<file path="config.mk">
export PLATFORM = sky130hd
export DESIGN_NAME = sar_track_adc_ctrl
export DESIGN_NICKNAME = d
export VERILOG_FILES = /design/src/rtl/adc_ctrl_pkg.sv /design/src/rtl/sar_track_adc_ctrl_settle_timer.sv /design/src/rtl/sar_track_adc_ctrl.sv
export SDC_FILE = /design/constraint.sdc
export NUM_CORES = 1
export LEC_CHECK = 0
export ABC_CLOCK_PERIOD_IN_PS = 5400
export CAP_MARGIN = 5
export CORE_ASPECT_RATIO = 0.75
export CORE_MARGIN = 4
export CORE_UTILIZATION = 60
export CTS_CLUSTER_SIZE = 28
export DETAILED_ROUTE_END_ITERATION = 7
export PLACE_DENSITY = 0.84
export SLEW_MARGIN = 20
export SYNTH_ARGS = -nofsm -noshare
export SYNTH_HDL_FRONTEND = slang
export SYNTH_SLANG_ARGS = --single-unit
</file>
<file path="constraint.sdc">
create_clock -name clock -period 5.4 [get_ports clock]
set_clock_uncertainty 0.05 [all_clocks]
set_input_delay 1.62 -clock clock [delete_from_list [all_inputs] [get_ports clock]]
set_output_delay 1.62 -clock clock [all_outputs]
set_load 0.005 [all_outputs]
</file>
<file path="src/rtl/adc_ctrl_pkg.sv">
// adc_ctrl_pkg: shared state, mode and comparator-decision types
// for the SAR / tracking ADC conversion controller.
package adc_ctrl_pkg;

    typedef enum logic [2:0] {
        ST_IDLE,
        ST_SETTLE,
        ST_DECIDE,
        ST_TSETTLE,
        ST_TSAMPLE
    } state_e;

    localparam logic MODE_TRACK = 1'b0;
    localparam logic MODE_SAR   = 1'b1;

    typedef enum logic [1:0] {
        DEC_HOLD,
        DEC_UP,
        DEC_DOWN
    } dec_e;

    // Both comparator outputs high is treated like neither: no move.
    function automatic dec_e decide(input logic up, input logic down);
        if (up && !down) return DEC_UP;
        if (down && !up) return DEC_DOWN;
        return DEC_HOLD;
    endfunction

endpackage

</file>
<file path="src/rtl/sar_track_adc_ctrl_settle_timer.sv">
// settle_timer: loadable down-counter that paces DAC settling.
// Loads SETTLE-1 so the wait state lasts exactly SETTLE clocks.
module settle_timer #(
    parameter int SETTLE = 4
) (
    input  logic clock,
    input  logic clear,
    input  logic load,
    input  logic dec,
    output logic zero
);
    localparam int TW = (SETTLE > 0) ? $clog2(SETTLE + 1) : 1;
    localparam logic [TW-1:0] LOAD_V = TW'((SETTLE > 0) ? SETTLE - 1 : 0);

    logic [TW-1:0] cnt_q;

    always_ff @(posedge clock or posedge clear) begin
        if (clear) begin
            cnt_q <= '0;
        end else if (load) begin
            cnt_q <= LOAD_V;
        end else if (dec && cnt_q != '0) begin
            cnt_q <= cnt_q - TW'(1);
        end
    end

    assign zero = (cnt_q == '0);

endmodule

</file>
<file path="src/rtl/sar_track_adc_ctrl.sv">
// sar_track_adc_ctrl: DAC-code controller for a comparator-based ADC,
// one-shot successive approximation or continuous +/-1 tracking.
module sar_track_adc_ctrl
    import adc_ctrl_pkg::*;
#(
    parameter int WIDTH  = 8,
    parameter int SETTLE = 4,
    parameter int LOCK_N = 4
) (
    input  logic             clock,
    input  logic             clear,
    input  logic             mode,
    input  logic             start,
    input  logic             abort,
    input  logic             up,
    input  logic             down,
    output logic [WIDTH-1:0] count,
    output logic [WIDTH-1:0] result,
    output logic             done,
    output logic             busy,
    output logic             locked
);
    localparam int BW = $clog2(WIDTH);
    localparam int LW = $clog2(LOCK_N + 1);
    localparam bit SETTLE_EN = (SETTLE > 0);
    localparam logic [WIDTH-1:0] CODE_MAX = '1;
    localparam logic [WIDTH-1:0] CODE_MSB = {1'b1, {(WIDTH-1){1'b0}}};
    localparam logic [BW-1:0] BIT_TOP = BW'(WIDTH - 1);
    localparam logic [LW-1:0] LOCK_MAX = LW'(LOCK_N);
    localparam state_e SAR_WAIT = SETTLE_EN ? ST_SETTLE : ST_DECIDE;
    localparam state_e TRK_WAIT = SETTLE_EN ? ST_TSETTLE : ST_TSAMPLE;

    state_e           state_q, state_d;
    logic [WIDTH-1:0] count_q, count_d;
    logic [WIDTH-1:0] result_q, result_d;
    logic             done_q, done_d;
    logic [BW-1:0]    bit_q, bit_d;
    logic [LW-1:0]    lock_q, lock_d;
    logic             t_load, t_dec, t_zero;
    logic [WIDTH-1:0] bit_mask;
    dec_e             dec;

    settle_timer #(.SETTLE(SETTLE)) u_timer (
        .clock (clock),
        .clear (clear),
        .load  (t_load),
        .dec   (t_dec),
        .zero  (t_zero)
    );

    assign dec      = decide(up, down);
    assign bit_mask = WIDTH'(1) << bit_q;

    always_ff @(posedge clock or posedge clear) begin
        if (clear) begin
            state_q  <= ST_IDLE;
            count_q  <= '0;
            result_q <= '0;
            done_q   <= 1'b0;
            bit_q    <= '0;
            lock_q   <= '0;
        end else begin
            state_q  <= state_d;
            count_q  <= count_d;
            result_q <= result_d;
            done_q   <= done_d;
            bit_q    <= bit_d;
            lock_q   <= lock_d;
        end
    end

    always_comb begin
        state_d  = state_q;
        count_d  = count_q;
        result_d = result_q;
        done_d   = 1'b0;
        bit_d    = bit_q;
        lock_d   = lock_q;
        t_load   = 1'b0;
        t_dec    = 1'b0;
        unique case (state_q)
            ST_IDLE: begin
                if (start && !abort) begin
                    t_load = 1'b1;
                    lock_d = '0;
                    if (mode == MODE_SAR) begin
                        count_d = CODE_MSB;
                        bit_d   = BIT_TOP;
                        state_d = SAR_WAIT;
                    end else begin
                        state_d = TRK_WAIT;
                    end
                end
            end
            ST_SETTLE, ST_TSETTLE: begin
                if (t_zero) begin
                    state_d = (state_q == ST_SETTLE) ? ST_DECIDE : ST_TSAMPLE;
                end else begin
                    t_dec = 1'b1;
                end
            end
            ST_DECIDE: begin
                if (dec == DEC_DOWN) count_d = count_q & ~bit_mask;
                if (bit_q != '0) begin
                    count_d = count_d | (bit_mask >> 1);
                    bit_d   = bit_q - BW'(1);
                    t_load  = 1'b1;
                    state_d = SAR_WAIT;
                end else begin
                    result_d = count_d;
                    done_d   = 1'b1;
                    state_d  = ST_IDLE;
                end
            end
            ST_TSAMPLE: begin
                unique case (dec)
                    DEC_UP: begin
                        if (count_q != CODE_MAX) count_d = count_q + WIDTH'(1);
                        lock_d = '0;
                    end
                    DEC_DOWN: begin
                        if (count_q != '0) count_d = count_q - WIDTH'(1);
                        lock_d = '0;
                    end
                    default: begin
                        if (lock_q != LOCK_MAX) lock_d = lock_q + LW'(1);
                    end
                endcase
                result_d = count_d;
                done_d   = 1'b1;
                t_load   = 1'b1;
                state_d  = TRK_WAIT;
            end
            default: state_d = ST_IDLE;
        endcase
        // Abort freezes the codes and drops the lock without a done strobe.
        if (abort && state_q != ST_IDLE) begin
            state_d  = ST_IDLE;
            count_d  = count_q;
            result_d = result_q;
            done_d   = 1'b0;
            bit_d    = bit_q;
            lock_d   = '0;
            t_load   = 1'b0;
            t_dec    = 1'b0;
        end
    end

    assign count  = count_q;
    assign result = result_q;
    assign done   = done_q;
    assign busy   = (state_q != ST_IDLE);
    assign locked = (lock_q == LOCK_MAX);

endmodule

</file>
==> flow_summary_export.csv <==
group,metric,value,unit
global_route,grt_antenna_before_repair,0,
placement,placed_cells,343,
global_route,grt_max_degree,30,
placement,port-buffer-count,25,
placement,gp_congestion,0.994,
drt,routed_wl,5.93,mm
drt,vias,2249,
sta,fin_crit,3.43,ns
setup_path,crit_fanout,14,
setup_path,startpoint_type,"input port",
yosys,synth_commonest_cells,"dfrtp_1 (29), nand2_1 (29), nand3_1 (24)",
global_route,grt_usage,0.260,
power,p_leak,0.00109,uW
drt,post-route-drc-count,0,
yosys,ys_async_sr_fraction,1.00,
power,power.share.clock,0.246,
power,switchingPower,368,uW
yosys,synth_top_area_frac,0.314,
setup_path,arrival,3.53,ns
cts,cts.sinks,29,
global_route,grt_pass1_wl,9.74,mm
setup_path,setup.worst_path.class,"input port to flip-flop",
layout,ff_latch_area,726,um^2
yosys,syn-mean-instance-area,8.08,um^2
drt,vias_per_cell,6.41,
layout,area_delta_synth_final,15.2,%
yosys,ys_seq_elements,29,
yosys,synth_top_area_cell,"dfrtp_1",
layout,drive_gt1_frac,0.0669,
cts,clk_path_buf_depth,2,
drt,dr.pass1.iters,5,
layout,multi_input_area,1440,um^2
cts,cts_tree,"yes",
sta,rsz0062_at_grt,"false",
cts,cts_resized,0,
cts,postCtsSetupRepairBufs,0,
die,fp.dieH,61.7,um
layout,diodes,0,
cts,clockRootBuffer,"clkbuf_8",
sta,finalSetupViolCount,0,
sta,hold_viol_final,0,
yosys,ys_types,56,
die,dieArea,4920,um^2
power,power.share.switching,0.384,
cts,htreeDepth,2,
cts,cts_buffers,5,
sta,max_freq,291,MHz
sta,slew_violations,0,
die,die_w,79.6,um
sta,worst_pin_slew,0.738,ns
die,io_pins,26,
sta,fin_crit_sh,0.636,
yosys,synth_edf_count,0,
yosys,synthFlopType,"dfrtp_1",
flow_run,max-cap-violations,0,
global_route,grt_pass1_vias,2010,
die,rows,19,
cts,clkTransAtPathRegs,0.07,ns
layout,finalNonFillerCells,351,
power,seqPwrFrac,0.379,
sta,maxSlewHeadroom,0.505,
layout,final_nets,318,
yosys,yosysWarnings,0,
yosys,synthTopCellsByArea,"dfrtp_1 (31%), ha_1 (7.0%), nand3_1 (5.2%)",
power,p_int,592,uW
layout,final_area,2660,um^2
power,pwr-share-comb,0.375,
setup_path,cp-end-kind,"flip-flop",
sta,setup_tns,0,ns
placement,post_dp_cell_area,2540,um^2
worst_hold_path,hp-class,"flip-flop to flip-flop",
cts,insertion_delay,0.29,ns
die,start_util,0.627,
yosys,synthCells,286,
power,peakVddDrop,0.239,mV
yosys,syn_nets,306,
drt,wl_per_cell,16.9,um
drt,ant_nets,0,
run_status,status,"finished clean",
cts,postCtsHoldBufs,0,
die,core,3680,um^2
yosys,yosysSeqAreaShare,0.314,
setup_path,required,5.49,ns
yosys,synthesis.area,2310,um^2
layout,fillers,292,
global_route,grt_overflow,0,
drt,first_iter_violations,345,
power,cellPowerDensity,361,nW/um^2
placement,hpwlAfterDp,4.19,mm
per-stage QoR:
step,hold WS (ns),total power (uW),utilization,setup WS [ns]
after floorplan,0.392,590,-,2.39
after global placement,0.419,711,0.690,1.76
after detailed placement,0.422,717,0.690,1.72
after CTS,0.433,954,0.722,1.99
after global routing,0.480,1020,0.722,1.82
final,0.431,960,0.722,1.97
per-layer routing:
metal / routed length (um) / up-vias / global-route usage
li1: - / 1054 / -
met3: 561 / 17 / 0.0793
met1: 2700 / 1050 / 0.371
met5: 0 / - / 0
met4: 119 / 0 / 0.0760
met2: 2540 / 128 / 0.385
sequential cells by signal, summed over array words and instances (netlist names):
register and flops:
result 8, state_q 3, lock_q 3, bit_q 3
done 1, count 8, u_timer.cnt_q 3
worst paths after layout:
check,end,cells after the start,from,slack (ns)
min in group asynchronous,result[2],2,clear,1.67
worst max-delay path,result[6],8,up,1.97
worst min register to register,lock_q[2],1,lock_q[2],0.43
worst min-delay path,lock_q[2],1,lock_q[2],0.43
max in group asynchronous,count[1],2,clear,3.22
worst max register to register,result[4],7,count[1],2.71
layout by cell type, fill, tap and decap left out, types with 4 or more instances in the layout:
cell / instances
a21oi_1: 14
a22oi_1: 4
a31oi_1: 8
and2_1: 4
and3_1: 5
clkbuf_8: 6
clkdlybuf4s50_1: 25
dfrtp_1: 29
ha_1: 13
inv_1: 15
mux2i_1: 8
nand2_1: 29
nand2b_1: 5
nand3_1: 24
nand3b_1: 4
nand4_1: 5
nor2_1: 21
nor3_1: 5
o211ai_1: 4
o21ai_0: 15
power by group through the flow:
stage / clock network, uW / logic [uW] / registers [uW]
finish: 236 / 360 / 363
floorplan: 0 / 293 / 297
detailed placement: 0 / 353 / 364
global placement: 0 / 349 / 362
global route: 250 / 398 / 372
CTS: 238 / 357 / 360
cell type report:
type	instances	area share
multi-input combinational	221	0.541
sequential	29	0.273
timing repair buffer	25	0.0940
clock buffer	6	0.0310
tap	52	0.0244
inverter	16	0.0226
clock inverter	2	0.0141
logic make-up (layout without fill, tap and decap cells):
kind of cell | count (synthesis) | in the layout | share of synthesized area
buf+inv | 36 | 49 | 0.0623
mux | 9 | 9 | 0.0395
fa+ha+maj | 13 | 13 | 0.0704
simple gates | 123 | 123 | 0.288
compound gates | 72 | 72 | 0.211
xor+xnor | 4 | 4 | 0.0152
flops | 29 | 29 | 0.314
worst max-delay path, stage by stage:
cell and delay [ns]:
clkdlybuf4s50_1 0.48, inv_1 0.05, ha_1 0.53, inv_1 0.19, and2_1 0.23, o311ai_0 0.12
o22a_1 0.20, o221ai_1 0.11
Note: power is estimated with default switching activity, not from simulation.
